[src/rtl/traffic_phase_scheduler.sv]
// traffic_phase_scheduler
//   Round-robin four-lane signal sequencer: GREEN -> YELLOW -> ALL_RED -> next lane.
//   Green time grows with the served lane's vehicle count (saturated), and lanes
//   with no vehicles are skipped. All timing advances only on the tick strobe.
//
// Ports
//   clk          in   1  system clock, rising edge
//   rst          in   1  asynchronous, active-low reset
//   tick         in   1  one-cycle timebase strobe
//   count1..4    in   4  vehicle counts for lanes 0..3
//   green        out  4  one-hot green lamp (bit n = lane n)
//   yellow       out  4  one-hot yellow lamp
//   red          out  4  red lamp, always ~(green|yellow)
//   active_lane  out  2  lane currently (or last) served
//   remaining    out  8  ticks left in the current phase
//   phase_done   out  1  one-cycle pulse following every state change
//   ped_req      in   1  pedestrian request      (PED_REQ_EN only)
//   walk         out  1  pedestrian walk lamp    (PED_REQ_EN only)
//
// Build option
//   PED_REQ_EN : adds the pedestrian all-red walk phase after YELLOW.
module traffic_phase_scheduler #(
  parameter int MIN_GREEN     = 4,
  parameter int GREEN_PER_CAR = 2,
  parameter int MAX_GREEN     = 30,
  parameter int YELLOW_TIME   = 3,
  parameter int ALLRED_TIME   = 1,
  parameter int PED_TIME      = 8
) (
  input  logic       clk,
  input  logic       rst,
  input  logic       tick,
  input  logic [3:0] count1,
  input  logic [3:0] count2,
  input  logic [3:0] count3,
  input  logic [3:0] count4,
  output logic [3:0] green,
  output logic [3:0] yellow,
  output logic [3:0] red,
  output logic [1:0] active_lane,
  output logic [7:0] remaining,
`ifdef PED_REQ_EN
  output logic       phase_done,
  input  logic       ped_req,
  output logic       walk
`else
  output logic       phase_done
`endif
);

`ifdef PED_REQ_EN
  typedef enum logic [1:0] {S_GREEN, S_YELLOW, S_ALLRED, S_PED} state_t;
`else
  typedef enum logic [1:0] {S_GREEN, S_YELLOW, S_ALLRED} state_t;
`endif

  state_t     state;
  logic [3:0] cnt [4];
  logic [1:0] sel_lane;
  logic [3:0] sel_cnt;
  logic [1:0] cand;
  logic       found;
  logic       expire;

  assign cnt[0] = count1;
  assign cnt[1] = count2;
  assign cnt[2] = count3;
  assign cnt[3] = count4;

  // The current phase ends on a tick that finds one tick left.
  assign expire = tick && (remaining == 8'd1);

  function automatic logic [3:0] lane_onehot(input logic [1:0] lane);
    return 4'b0001 << lane;
  endfunction

  // Green time in 16 bits so a large count cannot wrap before the ceiling is applied.
  function automatic logic [7:0] green_dur(input logic [3:0] c);
    logic [15:0] d;
    d = 16'(MIN_GREEN) + 16'(c) * 16'(GREEN_PER_CAR);
    if (d > 16'(MAX_GREEN)) return 8'(MAX_GREEN);
    return d[7:0];
  endfunction

  // Scan the three following lanes first and the current lane last (k=4 wraps
  // back to active_lane); with no traffic anywhere fall back to the next lane.
  always_comb begin
    sel_lane = active_lane + 2'd1;
    sel_cnt  = 4'd0;
    found    = 1'b0;
    cand     = 2'd0;
    for (int k = 1; k <= 4; k++) begin
      cand = active_lane + 2'(k);
      if (!found && (cnt[cand] != 4'd0)) begin
        found    = 1'b1;
        sel_lane = cand;
        sel_cnt  = cnt[cand];
      end
    end
  end

`ifdef PED_REQ_EN
  logic ped_pend;
  logic ped_entry;

  assign ped_entry = expire && (state == S_YELLOW) && ped_pend;
`endif

  always_ff @(posedge clk or negedge rst) begin
    if (!rst) begin
      state       <= S_ALLRED;
      active_lane <= 2'd3;
      remaining   <= 8'(ALLRED_TIME);
      green       <= 4'h0;
      yellow      <= 4'h0;
      red         <= 4'hF;
      phase_done  <= 1'b0;
`ifdef PED_REQ_EN
      walk        <= 1'b0;
      ped_pend    <= 1'b0;
`endif
    end else begin
      phase_done <= expire;
`ifdef PED_REQ_EN
      // A request in the PED entry cycle re-arms the flag for the next visit.
      ped_pend <= ped_req | (ped_pend & ~ped_entry);
`endif
      if (tick && !expire) begin
        remaining <= remaining - 8'd1;
      end else if (expire) begin
        case (state)
          S_GREEN: begin
            state     <= S_YELLOW;
            remaining <= 8'(YELLOW_TIME);
            green     <= 4'h0;
            yellow    <= lane_onehot(active_lane);
            red       <= ~lane_onehot(active_lane);
          end
          S_YELLOW: begin
            yellow <= 4'h0;
            red    <= 4'hF;
`ifdef PED_REQ_EN
            if (ped_pend) begin
              state     <= S_PED;
              remaining <= 8'(PED_TIME);
              walk      <= 1'b1;
            end else begin
              state     <= S_ALLRED;
              remaining <= 8'(ALLRED_TIME);
            end
`else
            state     <= S_ALLRED;
            remaining <= 8'(ALLRED_TIME);
`endif
          end
          S_ALLRED: begin
            state       <= S_GREEN;
            active_lane <= sel_lane;
            remaining   <= green_dur(sel_cnt);
            green       <= lane_onehot(sel_lane);
            yellow      <= 4'h0;
            red         <= ~lane_onehot(sel_lane);
          end
`ifdef PED_REQ_EN
          S_PED: begin
            state     <= S_ALLRED;
            remaining <= 8'(ALLRED_TIME);
            walk      <= 1'b0;
          end
`endif
          default: begin
            state     <= S_ALLRED;
            remaining <= 8'(ALLRED_TIME);
            green     <= 4'h0;
            yellow    <= 4'h0;
            red       <= 4'hF;
          end
        endcase
      end
    end
  end

endmodule

[config.mk]
export PLATFORM = sky130hd
export DESIGN_NAME = traffic_phase_scheduler
export DESIGN_NICKNAME = d
export VERILOG_FILES = /design/src/rtl/traffic_phase_scheduler.sv
export SDC_FILE = /design/constraint.sdc
export NUM_CORES = 1
export LEC_CHECK = 0
export CORE_MARGIN = 8
export CORE_UTILIZATION = 47
export CTS_BUF_LIST = sky130_fd_sc_hd__clkbuf_16
export CTS_CLUSTER_DIAMETER = 50
export DETAILED_ROUTE_END_ITERATION = 10
export HOLD_SLACK_MARGIN = 0.12
export PLACE_DENSITY = 0.84
export SYNTH_ARGS = -nofsm -noshare
export SYNTH_HDL_FRONTEND = slang
export SYNTH_SLANG_ARGS = --single-unit
[constraint.sdc]
create_clock -name clk -period 3.7 [get_ports clk]
set_clock_uncertainty 0.05 [all_clocks]
set_input_delay 0.925 -clock clk [delete_from_list [all_inputs] [get_ports clk]]
set_output_delay 0.925 -clock clk [all_outputs]
set_load 0.02 [all_outputs]
==> results.sh, run 1 <==
export IMPL_synth_cell_type_count=55
export IMPL_final_min_clock_period_ns=3.32
export IMPL_cp_required_ns=3.78
export IMPL_cts_root_buf="clkbuf_16"
export IMPL_path_buf_inv=1
export IMPL_crit_type="input pin to flip-flop"
export IMPL_post_cts_buffers=0
export IMPL_status="complete, no violations"
export IMPL_drc=0
export IMPL_die_h_um=81.5
export IMPL_worstSetupEndpointType="flip-flop"
export IMPL_htreeDepth=1
export IMPL_p_leak_nw=1.07
export IMPL_async_reset_ff_share_pct=100
export IMPL_yosysWarnings=0
export IMPL_vias_per_cell=6.01
export IMPL_path_clk_slew_ns=0.06
export IMPL_r2r_start="active_lane[1]$_DFFE_PN1P_"
export IMPL_irDropWorstVdd_mv=0.262
export IMPL_crit_chain="clkdlybuf4s50_1, mux4_2, nor4_4, nand2_1, o221ai_1, a22oi_2, ha_1, a222oi_1, o21ai_0"
export IMPL_worst_path_max_delay_cell="mux4_2"
export IMPL_critPathLaunchType="input pin"
export IMPL_setup_viol=0
export IMPL_cp_slowest_stage_delay_ns=0.55
export IMPL_multi_input_area_sq_um=1280
export IMPL_powerDensity_nw_per_um2=624
export IMPL_gp_congestion=0.931
export IMPL_synth_top_area_share_pct=21.1
export IMPL_routedWlPerCell_um=16.6
export IMPL_cts_buffers=3
export IMPL_grt_max_degree=24
export IMPL_final_hold_viol_count=0
export IMPL_cts_sinks=25
export IMPL_crit_family="compound AO/OA/AOI/OAI gates"
export IMPL_dp_hpwl_mm=3.74
export IMPL_syn_area_per_cell_sq_um=10.8
export IMPL_port_buffers=41
export IMPL_fillers=336
export IMPL_cts_tree="built"
export IMPL_overflow=0
export IMPL_p_total_mw=1.59
export IMPL_fin_crit_sh_pct=89.9
export IMPL_finalSetupTns_ns=0
export IMPL_dr_pass1_iters=4
export IMPL_syn_area_sq_um=2010
export IMPL_place_ws_ns=0.114
export IMPL_worst_hold_path_type="flip-flop to flip-flop"
export IMPL_track_usage_pct=14.8
export IMPL_synth_seq_area_share_pct=31.6
export IMPL_path_max_fanout=5
export IMPL_reg2reg_depth=8
export IMPL_min_to="green[2]$_DFFE_PN0P_"
export IMPL_grt_pass1_wl_mm=7.99
export IMPL_r2r_end="remaining[3]$_DFFE_PN0P_"
export IMPL_insertion_delay_ns=0.25
export IMPL_syn2layout_area_growth_pct=26.8
export IMPL_drt_iter0_markers=124
export IMPL_syn_inst=186
export IMPL_hold_depth=1
export IMPL_seqCellArea_sq_um=636
export IMPL_tightest_slew_ns=1.03
export IMPL_ys_flop_type="dfrtp_1"
export IMPL_slew_violations=0
export IMPL_fp_coreArea_sq_um=4230
export IMPL_dieArea_sq_um=6640
export IMPL_clockBufferDepth=2
export IMPL_drv_cap=0
export IMPL_drtAntennaViolNets=0
export IMPL_die_w_um=81.5
export IMPL_cp_data_arrival_time_ns=3.40
export IMPL_synth_edff_count=0
export IMPL_final_nets=256
export IMPL_rsz0062_at_grt="no"
export IMPL_rows=24
export IMPL_ios=42
export IMPL_routed_wirelength_mm=4.66
export IMPL_timing_hold_ws_ns=0.434
export IMPL_clock_fmax_ghz=0.301
export IMPL_setup_ws_ns=0.375
export IMPL_ff2ff_setup_slack_ns=0.51
export IMPL_grt_pass1_vias=1683
export IMPL_vias=1689
export IMPL_worstHoldStart="green[2]$_DFFE_PN0P_"
export IMPL_post_cts_resized=0
export IMPL_syn_nets=212
export IMPL_yosys_top_cells_area="dfrtp_1, dfstp_2, mux4_2"
export IMPL_slew_headroom_pct=31.0
export IMPL_synth_top_area_cell="dfrtp_1"
export IMPL_drive_gt1_share_pct=19.7
export IMPL_ys_ff_latch=25
export IMPL_postCtsHoldBufs=0
export IMPL_n_antenna_cell=0
export IMPL_start_util_pct=47.6
export IMPL_antenna_found_initial=0
## cells in the final DEF (no fill, tap or decap), types with 2 or more instances in the layout
master	count
clkbuf_16	3
nor3_1	7
nor2_1	13
buf_4	7
o21ai_0	16
ha_1	7
dfrtp_1	17
o21bai_1	2
a22o_1	3
nand2_1	19
nand3_1	6
o21a_1	2
a21o_1	4
mux4_2	9
o211ai_1	2
nor4_4	3
nand3b_1	2
dfstp_2	8
o21ai_1	2
and3_1	2
clkdlybuf4s50_1	41
a21oi_1	6
nand2b_1	2
inv_1	9
mux4_1	7
## logic make-up after synthesis
kind of cell               after synthesis  share of synthesized area [%]
and+or+nand+nor                         65                           19.4
AOI/OAI and AO/OA                       49                           17.1
DFF                                     25                           31.6
muxes                                   19                           20.8
buffers and inverters                   18                           5.09
adders and majority gates                7                           4.35
xor gates and xnor gates                 3                           1.68
## per-stage QoR
step / std cells / cell area (sq um) / utilization (%)
5_1_grt: 281 / 2550 / 60.3
3_5_place_dp: 277 / 2470 / 58.4
4_1_cts: 281 / 2550 / 60.3
6_report: 281 / 2550 / 60.3
2_1_floorplan: 186 / 2010 / -
3_3_place_gp: 277 / 2470 / 58.4
## layer usage
metal	up-vias	GRT usage, %	share of wire (%)
li1	803	-	-
met1	837	18.0	42
met2	47	27.7	53
met3	2	1.31	4.2
met4	0	3.21	0.69
met5	-	0	0
## synthesized netlist by cell type, types with 3 or more instances
cell / n
nor2_1: 13
ha_1: 7
buf_6: 3
o21ai_0: 16
mux4_1: 7
nor3_1: 7
nand2_1: 19
nor4_4: 3
inv_1: 9
clkbuf_1: 4
a21o_1: 4
nand3_1: 6
mux4_2: 9
a22o_1: 3
dfstp_2: 8
dfrtp_1: 17
a21oi_1: 6
## state kept, by name, summed over array words and instances (netlist names)
| register | flops |
|---|---|
| green | 4 |
| yellow | 4 |
| red | 4 |
| remaining | 8 |
| active_lane | 2 |
| phase_done | 1 |
| state | 2 |
## area by class of cell
type	count	share of cell area [%]
repair buffers	48	18.1
multi-input cells	143	50.0
flip-flops and latches	25	24.9
clock inverters	1	0.196
inverters	9	1.32
clock buffers	3	2.94
well taps	52	2.55
## where the power goes
part           total (mW)  switching, mW  internal [mW]
sequential          0.465         0.0865          0.378
clock               0.238         0.0924          0.145
combinational       0.890          0.467          0.423
total                1.59          0.646          0.947
## worst max path at each step
| stage | startpoint | endpoint | slack (ns) | cells after the start |
|---|---|---|---|---|
| final | count2[3] | remaining[3]$_DFFE_PN0P_ | 0.38 | 9 |
| after global routing | count2[3] | remaining[3]$_DFFE_PN0P_ | 0.18 | 8 |
| after detailed placement | count2[3] | remaining[3]$_DFFE_PN0P_ | 0.11 | 8 |
| after CTS | count2[3] | remaining[3]$_DFFE_PN0P_ | 0.37 | 9 |
| after global placement | count3[3] | remaining[3]$_DFFE_PN0P_ | 0.17 | 7 |
| after floorplan | active_lane[0]$_DFFE_PN1P_ | remaining[3]$_DFFE_PN0P_ | 0.10 | 11 |
No activity file was read; power rests on OpenSTA's default activity.
==> run 2, diff against run 1 <==
CORE_UTILIZATION = 52   (was 47)
PLACE_DENSITY = 0.88   (was 0.84)
clock period = 3.6 ns   (was 3.7 ns; I/O delays follow)
==> run 2 against run 1 <==
Effect of this change:
- via count is 0.12% higher
- clock-buffer cell count stayed put
- die area is 7.8% lower
- routed wire length is 4.3% lower
- total power is 2.7% higher
- combinational power is 2.8% higher
- critical endpoint unchanged
- largest cell class unchanged
==> results.sh, run 2 (synthesis results as in run 1) <==
export IMPL_status="complete, no violations"
export IMPL_cts_root_buf="clkbuf_16"
export IMPL_cts_sinks=25
export IMPL_finalSetupTns_ns=0
export IMPL_setup_viol=0
export IMPL_final_common_cell="clkdlybuf4s50_1"
export IMPL_overflow=0
export IMPL_dieArea_sq_um=6120
export IMPL_drt_iter0_markers=133
export IMPL_slew_headroom_pct=53.6
export IMPL_p_leak_nw=1.08
export IMPL_grt_pass1_vias=1635
export IMPL_worst_hold_path_type="flip-flop to flip-flop"
export IMPL_cp_data_arrival_time_ns=3.35
export IMPL_critPathLaunchType="input pin"
export IMPL_crit_type="input pin to flip-flop"
export IMPL_clock_fmax_ghz=0.306
export IMPL_ff2ff_setup_slack_ns=0.46
export IMPL_largest_reg_flops=8
export IMPL_routedWlPerCell_um=15.9
export IMPL_crit_chain="clkdlybuf4s50_1, mux4_2, nor4_4, buf_4, nand2_4, nor2_1, a22oi_2, ha_1, a222oi_1, o21ai_0"
export IMPL_routed_wirelength_mm=4.45
export IMPL_reg2reg_depth=8
export IMPL_r2r_start="active_lane[1]$_DFFE_PN1P_"
export IMPL_postCtsHoldBufs=0
export IMPL_drtAntennaViolNets=0
export IMPL_vias=1691
export IMPL_cp_required_ns=3.68
export IMPL_irDropWorstVdd_mv=0.292
export IMPL_dr_pass1_iters=4
export IMPL_worst_path_max_delay_cell="mux4_2"
export IMPL_clockBufferDepth=2
export IMPL_crit_end="remaining[3]$_DFFE_PN0P_"
export IMPL_antenna_found_initial=0
export IMPL_worstHoldStart="yellow[1]$_DFFE_PN0P_"
export IMPL_drv_cap=0
export IMPL_worstSetupEndpointType="flip-flop"
export IMPL_dp_hpwl_mm=3.54
export IMPL_drc=0
export IMPL_powerDensity_nw_per_um2=636
export IMPL_multi_input_area_sq_um=1280
export IMPL_p_total_mw=1.64
export IMPL_vias_per_cell=6.04
export IMPL_syn2layout_area_growth_pct=27.6
export IMPL_cp_slowest_stage_delay_ns=0.53
export IMPL_tightest_slew_ns=0.691
export IMPL_final_min_clock_period_ns=3.27
export IMPL_grt_pass1_wl_mm=7.45
export IMPL_startpoint="count2[0]"
export IMPL_hold_depth=2
export IMPL_post_cts_resized=0
export IMPL_die_h_um=78.2
export IMPL_path_clk_slew_ns=0.06
export IMPL_start_util_pct=54.6
export IMPL_port_buffers=41
export IMPL_fp_coreArea_sq_um=3690
export IMPL_fin_crit_sh_pct=90.8
export IMPL_rows=22
export IMPL_ios=42
export IMPL_cts_buffers=3
export IMPL_grt_max_degree=26
export IMPL_track_usage_pct=14.5
export IMPL_insertion_delay_ns=0.26
export IMPL_post_cts_buffers=0
export IMPL_n_antenna_cell=0
export IMPL_regMostFlops="remaining"
export IMPL_path_max_fanout=5
export IMPL_final_nets=259
export IMPL_seqCellArea_sq_um=636
export IMPL_rsz0062_at_grt="no"
export IMPL_r2r_end="remaining[3]$_DFFE_PN0P_"
export IMPL_gp_congestion=0.872
export IMPL_final_hold_viol_count=0
export IMPL_die_w_um=78.2
export IMPL_layout_common_cells="clkdlybuf4s50_1, nand2_1, dfrtp_1, o21ai_0, nor2_1"
export IMPL_cts_tree="built"
export IMPL_htreeDepth=1
export IMPL_fillers=265
export IMPL_drive_gt1_share_pct=20.3
export IMPL_slew_violations=0
==> run 2: cell type report <==
type | instances | share of cell area [%]
Inverter | 9 | 1.31
Clock buffer | 3 | 2.92
Multi-Input combinational cell | 143 | 49.7
Timing Repair Buffer | 51 | 18.9
Clock inverter | 1 | 0.146
Sequential cell | 25 | 24.7
Tap cell | 48 | 2.34
==> run 2: worst min-delay path by stage <==
stage / endpoint / slack (ns)
5_1_grt: yellow[1]$_DFFE_PN0P_ / 0.44
4_1_cts: yellow[1]$_DFFE_PN0P_ / 0.43
6_report: yellow[1]$_DFFE_PN0P_ / 0.42
3_3_place_gp: yellow[1]$_DFFE_PN0P_ / 0.40
2_1_floorplan: red[1]$_DFFE_PN1P_ / 0.51
3_5_place_dp: yellow[1]$_DFFE_PN0P_ / 0.41
==> run 2: worst max-delay path: cells and delay by family <==
family | cells | cell delay, ns
fa+ha+maj | 1 | 0.29
mux | 1 | 0.53
compound gates | 3 | 0.45
simple gates | 3 | 0.55
buf+inv | 2 | 0.62
==> run 2: where the power goes <==
part	switching, mW	internal [mW]
clock network	0.0941	0.148
registers	0.0888	0.389
logic	0.476	0.439
total	0.659	0.976
==> run 2: stage by stage <==
step	setup WS (ns)	util, %	cell area (sq um)	hold WS, ns	cells
2_1_floorplan	0.000585	-	2010	0.506	186
3_3_place_gp	0.0919	67.5	2490	0.401	276
3_5_place_dp	0.0658	67.5	2490	0.414	276
4_1_cts	0.330	69.7	2570	0.428	280
5_1_grt	0.123	69.7	2570	0.441	280
6_report	0.330	69.7	2570	0.420	280
==> run 2: layer usage <==
metal  global-route usage (%)  part of all wire, %  up-vias
li1                         -                    -      815
met1                     16.8                   41      823
met2                     25.8                   52       46
met3                     2.85                  5.3        7
met4                     5.19                  1.6        0
met5                        0                    0        -
